`src/rtl/sync_fifo.sv`:
```
// Single-clock FIFO with arbitrary depth, registered fill level and flags,
// optional first-word-fall-through read port, sync flush and sticky error flags.
module sync_fifo #(
  parameter int p_WIDTH    = 1,
  parameter int p_CAPACITY = 4,
  parameter bit p_FWFT     = 1'b0,
  parameter int p_AFULL    = 3,
  parameter int p_AEMPTY   = 1,
  localparam int LW        = $clog2(p_CAPACITY + 1),
  localparam int PW        = (p_CAPACITY > 1) ? $clog2(p_CAPACITY) : 1
) (
  input  logic               clk,
  input  logic               rstn,
  input  logic               flush,
  input  logic [p_WIDTH-1:0] wrdata,
  input  logic               wrena,
  input  logic               rdena,
  output logic [p_WIDTH-1:0] rddata,
  output logic               rdvalid,
  output logic               full,
  output logic               empty,
  output logic               afull,
  output logic               aempty,
  output logic [LW-1:0]      level,
  output logic               overflow,
  output logic               underflow
);

  logic [p_WIDTH-1:0] mem [0:p_CAPACITY-1];
  logic [PW-1:0]      wr_ptr, rd_ptr;
  logic [LW-1:0]      level_nxt;
  logic               clear, wr_acc, rd_acc;

  assign clear  = ~rstn | flush;
  // Acceptance uses the registered flags, so a write at full is dropped even
  // when a read frees a slot in the same cycle.
  assign wr_acc = wrena & ~full  & ~clear;
  assign rd_acc = rdena & ~empty & ~clear;

  always_comb begin
    level_nxt = level;
    case ({wr_acc, rd_acc})
      2'b10:   level_nxt = level + LW'(1);
      2'b01:   level_nxt = level - LW'(1);
      default: level_nxt = level;
    endcase
  end

  // NOTE: sequential state uses non-blocking assignments so every register
  // samples the pre-edge values of the others.
  always_ff @(posedge clk) begin
    if (clear) begin
      wr_ptr    <= '0;
      rd_ptr    <= '0;
      level     <= '0;
      full      <= 1'b0;
      empty     <= 1'b1;
      afull     <= 1'b0;
      aempty    <= 1'b1;
      overflow  <= 1'b0;
      underflow <= 1'b0;
    end else begin
      if (wr_acc)
        wr_ptr <= (wr_ptr == PW'(p_CAPACITY - 1)) ? '0 : wr_ptr + PW'(1);
      if (rd_acc)
        rd_ptr <= (rd_ptr == PW'(p_CAPACITY - 1)) ? '0 : rd_ptr + PW'(1);
      level     <= level_nxt;
      full      <= (level_nxt == LW'(p_CAPACITY));
      empty     <= (level_nxt == '0);
      afull     <= (level_nxt >= LW'(p_AFULL));
      aempty    <= (level_nxt <= LW'(p_AEMPTY));
      if (wrena && full)
        overflow <= 1'b1;
      if (rdena && empty)
        underflow <= 1'b1;
    end
  end

  // NOTE: the storage array has no reset; a word is only ever read after it
  // has been written, so clearing it would cost logic for no behaviour.
  always_ff @(posedge clk) begin
    if (wr_acc)
      mem[wr_ptr] <= wrdata;
  end

  generate
    if (p_FWFT) begin : g_fwft
      // Head word shown while non-empty; forced to zero otherwise so the
      // output never exposes stale or uninitialised storage.
      assign rdvalid = ~empty;
      assign rddata  = empty ? '0 : mem[rd_ptr];
    end else begin : g_reg
      logic [p_WIDTH-1:0] rddata_q;
      logic               rdvalid_q;

      always_ff @(posedge clk) begin
        if (clear) begin
          rddata_q  <= '0;
          rdvalid_q <= 1'b0;
        end else begin
          rdvalid_q <= rd_acc;
          if (rd_acc)
            rddata_q <= mem[rd_ptr];
        end
      end

      assign rddata  = rddata_q;
      assign rdvalid = rdvalid_q;
    end
  endgenerate

endmodule

```
`config.mk`:
```
export PLATFORM = sky130hd
export DESIGN_NAME = sync_fifo
export DESIGN_NICKNAME = d
export VERILOG_FILES = /design/src/rtl/sync_fifo.sv
export SDC_FILE = /design/constraint.sdc
export NUM_CORES = 1
export LEC_CHECK = 0
export ABC_AREA = 1
export CAP_MARGIN = 20
export CORE_UTILIZATION = 52
export DETAILED_ROUTE_END_ITERATION = 12
export PLACE_DENSITY = 0.89
export SLEW_MARGIN = 20
export SYNTH_ARGS = -nofsm -noshare
export SYNTH_HDL_FRONTEND = slang
export SYNTH_SLANG_ARGS = --single-unit
```
`constraint.sdc`:
```
create_clock -name clk -period 2.95 [get_ports clk]
set_input_delay 0.59 -clock clk [delete_from_list [all_inputs] [get_ports clk]]
set_output_delay 0.59 -clock clk [all_outputs]
set_load 0.02 [all_outputs]
```
# [Word level (Yosys, flattened, before mapping)]
# Memories as Yosys holds them, arrays and structs flattened. A register that Yosys moved wholly into a read port is not among the register bits.
# Cells that the tools add are included.
[op_classes] add_sub_neg=4 order_cmp=2 n_eq_ne=5 n_mux=5 n_bitwise=9 n_reduce_logical=3
[ops] cell="2-bit equality test, second input constant" n=3
[ops] cell="3-bit case mux with 2 select lines" n=1
[ops] cell="2-bit by 1-bit adder with 2-bit output, second input constant" n=2
[ops] cell="1-bit AND" n=4
[ops] cell="2-bit two-way mux" n=2
[ops] cell="1-bit inverter" n=4
[ops] cell="3-bit by 1-bit adder with 3-bit output, second input constant" n=1
[ops] cell="3-bit equality test, second input constant" n=1
[ops] cell="3-bit by 2-bit greater-or-equal comparator with 1-bit output, second input constant" n=1
[ops] cell="3-bit by 1-bit less-or-equal comparator with 1-bit output, second input constant" n=1
[ops] cell="3-bit zero test" n=1
[ops] cell="3-bit by 1-bit subtractor with 3-bit output, second input constant" n=1
[ops] cell="2-bit by 1-bit equality test with 1-bit output, second input constant" n=1
[ops] cell="1-bit logical AND" n=2
[ops] cell="1-bit two-way mux" n=2
[ops] cell="1-bit OR" n=1
[totals] register_bits=14 ram_bits=4 in_bits=6 wordCells=39 mem_count=1
[memory_table] memory="mem" depth=4 word_bits=1 read_ports=1 rd_ports_with_merged_regs=1 wr=1 line="29" source="logic [p_WIDTH-1:0] mem [0:p_CAPACITY-1];"

# [Longest topological paths before layout]
[depth] depth_word=7 ltp_mapped=13 depth_no_buf=13

# [Worst setup path before layout]
# OpenSTA, ideal clock, no wires.
[synth_timing] path_kind="in2reg" startpoint="input port flush" endpoint="register aempty" setup_ns=0.113 t_arrival_ns=1.962 setup_slack_ns=0.875 stages=11 n_path_buf=0 cell_sequence="inv_2 nand2_4 inv_4 nand2_2 ha_1 fa_1 inv_1 o21ai_1 inv_1 nand3_1 nand2_1"
[synth_via] elab_chain_cells=6
[synth_lines] element="start, declared" line="14" source="input logic flush,"
[synth_lines] element="1-bit OR *" line="34" source="assign clear = ~rstn | flush;"
[synth_lines] element="1-bit inverter" line="37, 38"
[synth_lines] element="1-bit AND (on tied branches)" line="38, 37"
[synth_lines] element="2-bit by 1-bit equality test with 1-bit output / 2-bit equality test (equally long branches)" line="42" source="case ({wr_acc, rd_acc})"
[synth_lines] element="3-bit case mux with 2 select lines" line="42"
[synth_lines] element="3-bit by 1-bit less-or-equal comparator with 1-bit output" line="71" source="aempty <= (level_nxt <= LW'(p_AEMPTY));"
[synth_lines] element="end signal, assigned" line="71"
[synth_lines] element="end, declared" line="23" source="output logic aempty,"
# Every way passes the cells marked *; elsewhere a longest branch is shown, timed or not.
# A chain may end at the register's enable or synchronous reset.

# [Worst setup path after layout]
[layout_timing] startpoint="input port wrena" endpoint="register afull"
[layout_via] elab_chain_cells=5
[layout_lines] element="start, declared" line="16" source="input logic wrena,"
[layout_lines] element="1-bit AND * (2 in series)" line="37" source="assign wr_acc = wrena & ~full & ~clear;"
[layout_lines] element="2-bit by 1-bit equality test with 1-bit output / 2-bit equality test (equally long branches)" line="42"
[layout_lines] element="3-bit case mux with 2 select lines *" line="42"
[layout_lines] element="3-bit by 2-bit greater-or-equal comparator with 1-bit output *" line="70" source="afull <= (level_nxt >= LW'(p_AFULL));"
[layout_lines] element="end signal, assigned" line="70"
[layout_lines] element="end, declared" line="22" source="output logic afull,"
# Marks and branches as above.

==> run metrics <==
Slew @ Worst Pin=0.232 ns; Max-Slew Margin vs Limit=84.5%; synthesized area=855 um^2; Syn-to-layout area delta=24.2%; Final HPWL DP=1.17 mm; GRT overflow=0; First-pass DRT Iterations=4; final hold vios=0; IO Port Bufs=16; Comb power frac=8.2%; Post-CTS Setup Bufs=0; sequential-to-total area share from yosys stat=49.2%; worst hold path class=flip-flop to flip-flop; mean area per synthesized cell=8.55 um^2; Leak Pwr=0.466 nW; Syn Nets=113; Critical Path RT=3.14 ns; RSZ-0062 raised after global routing=false; worst-skew pair later-pin latency=0.29 ns; reg2reg path depth=10; clk slew on worst S/H paths=0.10 ns; Yosys cell types=20; Clock Sinks=19; H-tree levels=1; # DRC=0; r2r endpoint=afull$_SDFF_PP0_; I/O Pins=17; CP peak stage delay=0.48 ns; Worst Skew=0.00143 ns; Die Y=42.5 um; # setup viols final=0; CTS Root Cell=clkbuf_4; Worst Setup SP=wrena; Largest delay share family, worst path=simple AND/OR/NAND/NOR gates; R2R Path Start=full$_SDFF_PP0_; PwrDens=409 nW/um^2; Setup Crit Path Kind=input pin to flip-flop; Max Cap Viol=0; flop-to-flop setup slack=0.99 ns; Core Rows=14; Inserted Diodes=0; Syn Inst Count=100; Sw Pwr=0.0971 mW; Routed WL=1.45 mm; GR Util All Layers=18.4%; crit path cell chain=clkdlybuf4s50_1, inv_1, nor2_1, nand2_2, ha_1, fa_1, nand2_1, nand3_1, nand2_1, nand2_1, nand2_1, nand2_1; Vias=695; most used cell, CP=nand2_1; PostCTS Resize Cnt=0; largest net degree at the start of global routing=11; CTS tree=yes; Critical Path End Type=flip-flop; WP depth=12; CTS max path bufs=2; Initial Utilization=56.1%; outcome=finished, final reports clean; WL/cell=10.7 um; first-pass GRT wire length=2.38 mm; Core Box Area=1520 um^2; vias in the first global route=614; fillers=125; nature of the critical path startpoint=input pin; Internal Pwr Total=0.336 mW; clock network fraction of design power=29.3%; CTS Hold Bufs=0; final net count=134; fin crit period=2.43 ns; CP max stage cell=clkdlybuf4s50_1; Seq pwr share=62.5%; share of cells above drive strength 1=9.17%; Pwr Total=0.434 mW; initial antenna violation count=0; die area=1810 um^2; TNS Setup=0 ns; Crit path buffers/inverters=2; vias per cell=5.11; yosys warns=0; Final period util=82.4%; number of max-slew violations in the final report=0; CTS buffer count=3; Die Width=42.5 um; GP Congestion=0.831; FMAX=0.412 GHz; CP arrival=2.62 ns; Seq cells post-synth=19; sw frac=22.4%; ANT nets after route=0; Critical Path End=afull$_SDFF_PP0_; Iter 0 DRT Violations=14; Worst IR Drop VDD=0.320 mV; CP Max Fanout=6
## worst min path at each step
| stage | from | endpoint | slack, ns | cells after the start |
|---|---|---|---|---|
| 2_1_floorplan | rd_ptr[1]$_SDFFE_PP0P_ | rd_ptr[1]$_SDFFE_PP0P_ | 0.47 | 2 |
| 3_3_place_gp | rddata$_SDFFE_PP0P_ | rddata$_SDFFE_PP0P_ | 0.45 | 2 |
| 3_5_place_dp | underflow$_SDFFE_PP0P_ | underflow$_SDFFE_PP0P_ | 0.46 | 2 |
| 4_1_cts | rddata$_SDFFE_PP0P_ | rddata$_SDFFE_PP0P_ | 0.47 | 2 |
| 5_1_grt | underflow$_SDFFE_PP0P_ | underflow$_SDFFE_PP0P_ | 0.50 | 2 |
| 6_report | rddata$_SDFFE_PP0P_ | rddata$_SDFFE_PP0P_ | 0.47 | 2 |
## Yosys cell counts, drive strengths merged
cell / number / share of area [%]
a21oi: 2 / 1.2
dfxtp: 15 / 35
edfxtp: 4 / 14
fa: 1 / 2.3
ha: 6 / 8.8
inv: 22 / 10
nand2: 19 / 9.5
nand3: 7 / 4.1
nand4: 1 / 0.73
nor2: 12 / 5.9
nor3: 2 / 2.5
o21ai: 7 / 4.1
o22ai: 1 / 0.73
xnor2: 1 / 1.0
## flip-flops by register name (all words and copies together), names as in the netlist
name	count
mem	4
level	3
rd_ptr	2
wr_ptr	2
aempty	1
afull	1
empty	1
full	1
overflow	1
rddata	1
rdvalid	1
underflow	1
## tightest hold or removal path, stage by stage (launching register included)
cell and delay (ns):
dfxtp_1 0.32, inv_1 0.05, o21ai_1 0.06
## cell type report
cell class                 count  area (um^2)  share of cell area [%]
sequential                    19          420                    39.6
multi-input combinational     59          349                    32.9
timing repair buffer          16          160                    15.1
inverter                      22         85.1                    8.02
clock buffer                   4         26.3                    2.48
tap                           16         20.0                    1.89
## metrics by stage
stage                     util [%]  instance area [um^2]  instances  worst slack (ns)  hold WS [ns]
final                         69.6                  1060        136             0.520         0.466
after global routing          69.6                  1060        136             0.360         0.503
after CTS                     69.6                  1060        136             0.536         0.474
after detailed placement      67.9                  1030        132             0.222         0.456
after global placement        67.9                  1030        132             0.314         0.449
after floorplan                  -                   855        100             0.875         0.472
## cells in the final DEF (no fill, tap or decap), drive strengths merged
master and count:
clkbuf 4, xnor2 1, ha 6, a21oi 2, fa 1, o22ai 1
inv 22, nor3 2, edfxtp 4, nand3 7, nor2 12, dfxtp 15
nand2 19, clkdlybuf4s50 16, nand4 1, o21ai 7
## power by group through the flow
stage	Sequential, mW	Combinational, mW	Clock (mW)
4_1_cts	0.271	0.0360	0.133
6_report	0.271	0.0358	0.127
5_1_grt	0.271	0.0394	0.144
2_1_floorplan	0.279	0.0190	0
3_3_place_gp	0.277	0.0347	0
3_5_place_dp	0.277	0.0358	0
## cells by family (layout without fill, tap and decap cells)
kind of cell	count (synthesis)	in the layout	share of synthesized area, %
AOI/OAI and AO/OA	10	10	6.00
adders and majority gates	7	7	11.1
and+or+nand+nor	41	41	22.7
buffers and inverters	22	42	9.96
DFF	19	19	49.2
xor gates and xnor gates	1	1	1.03
## metal layers
layer / up-vias / routed length [um] / track usage, %
met3: 5 / 73 / 7.76
li1: 351 / - / -
met1: 318 / 594 / 19.9
met5: - / 0 / 0
met4: 0 / 28 / 10.0
met2: 21 / 757 / 30.2
Note: power is estimated with default switching activity, not from simulation.
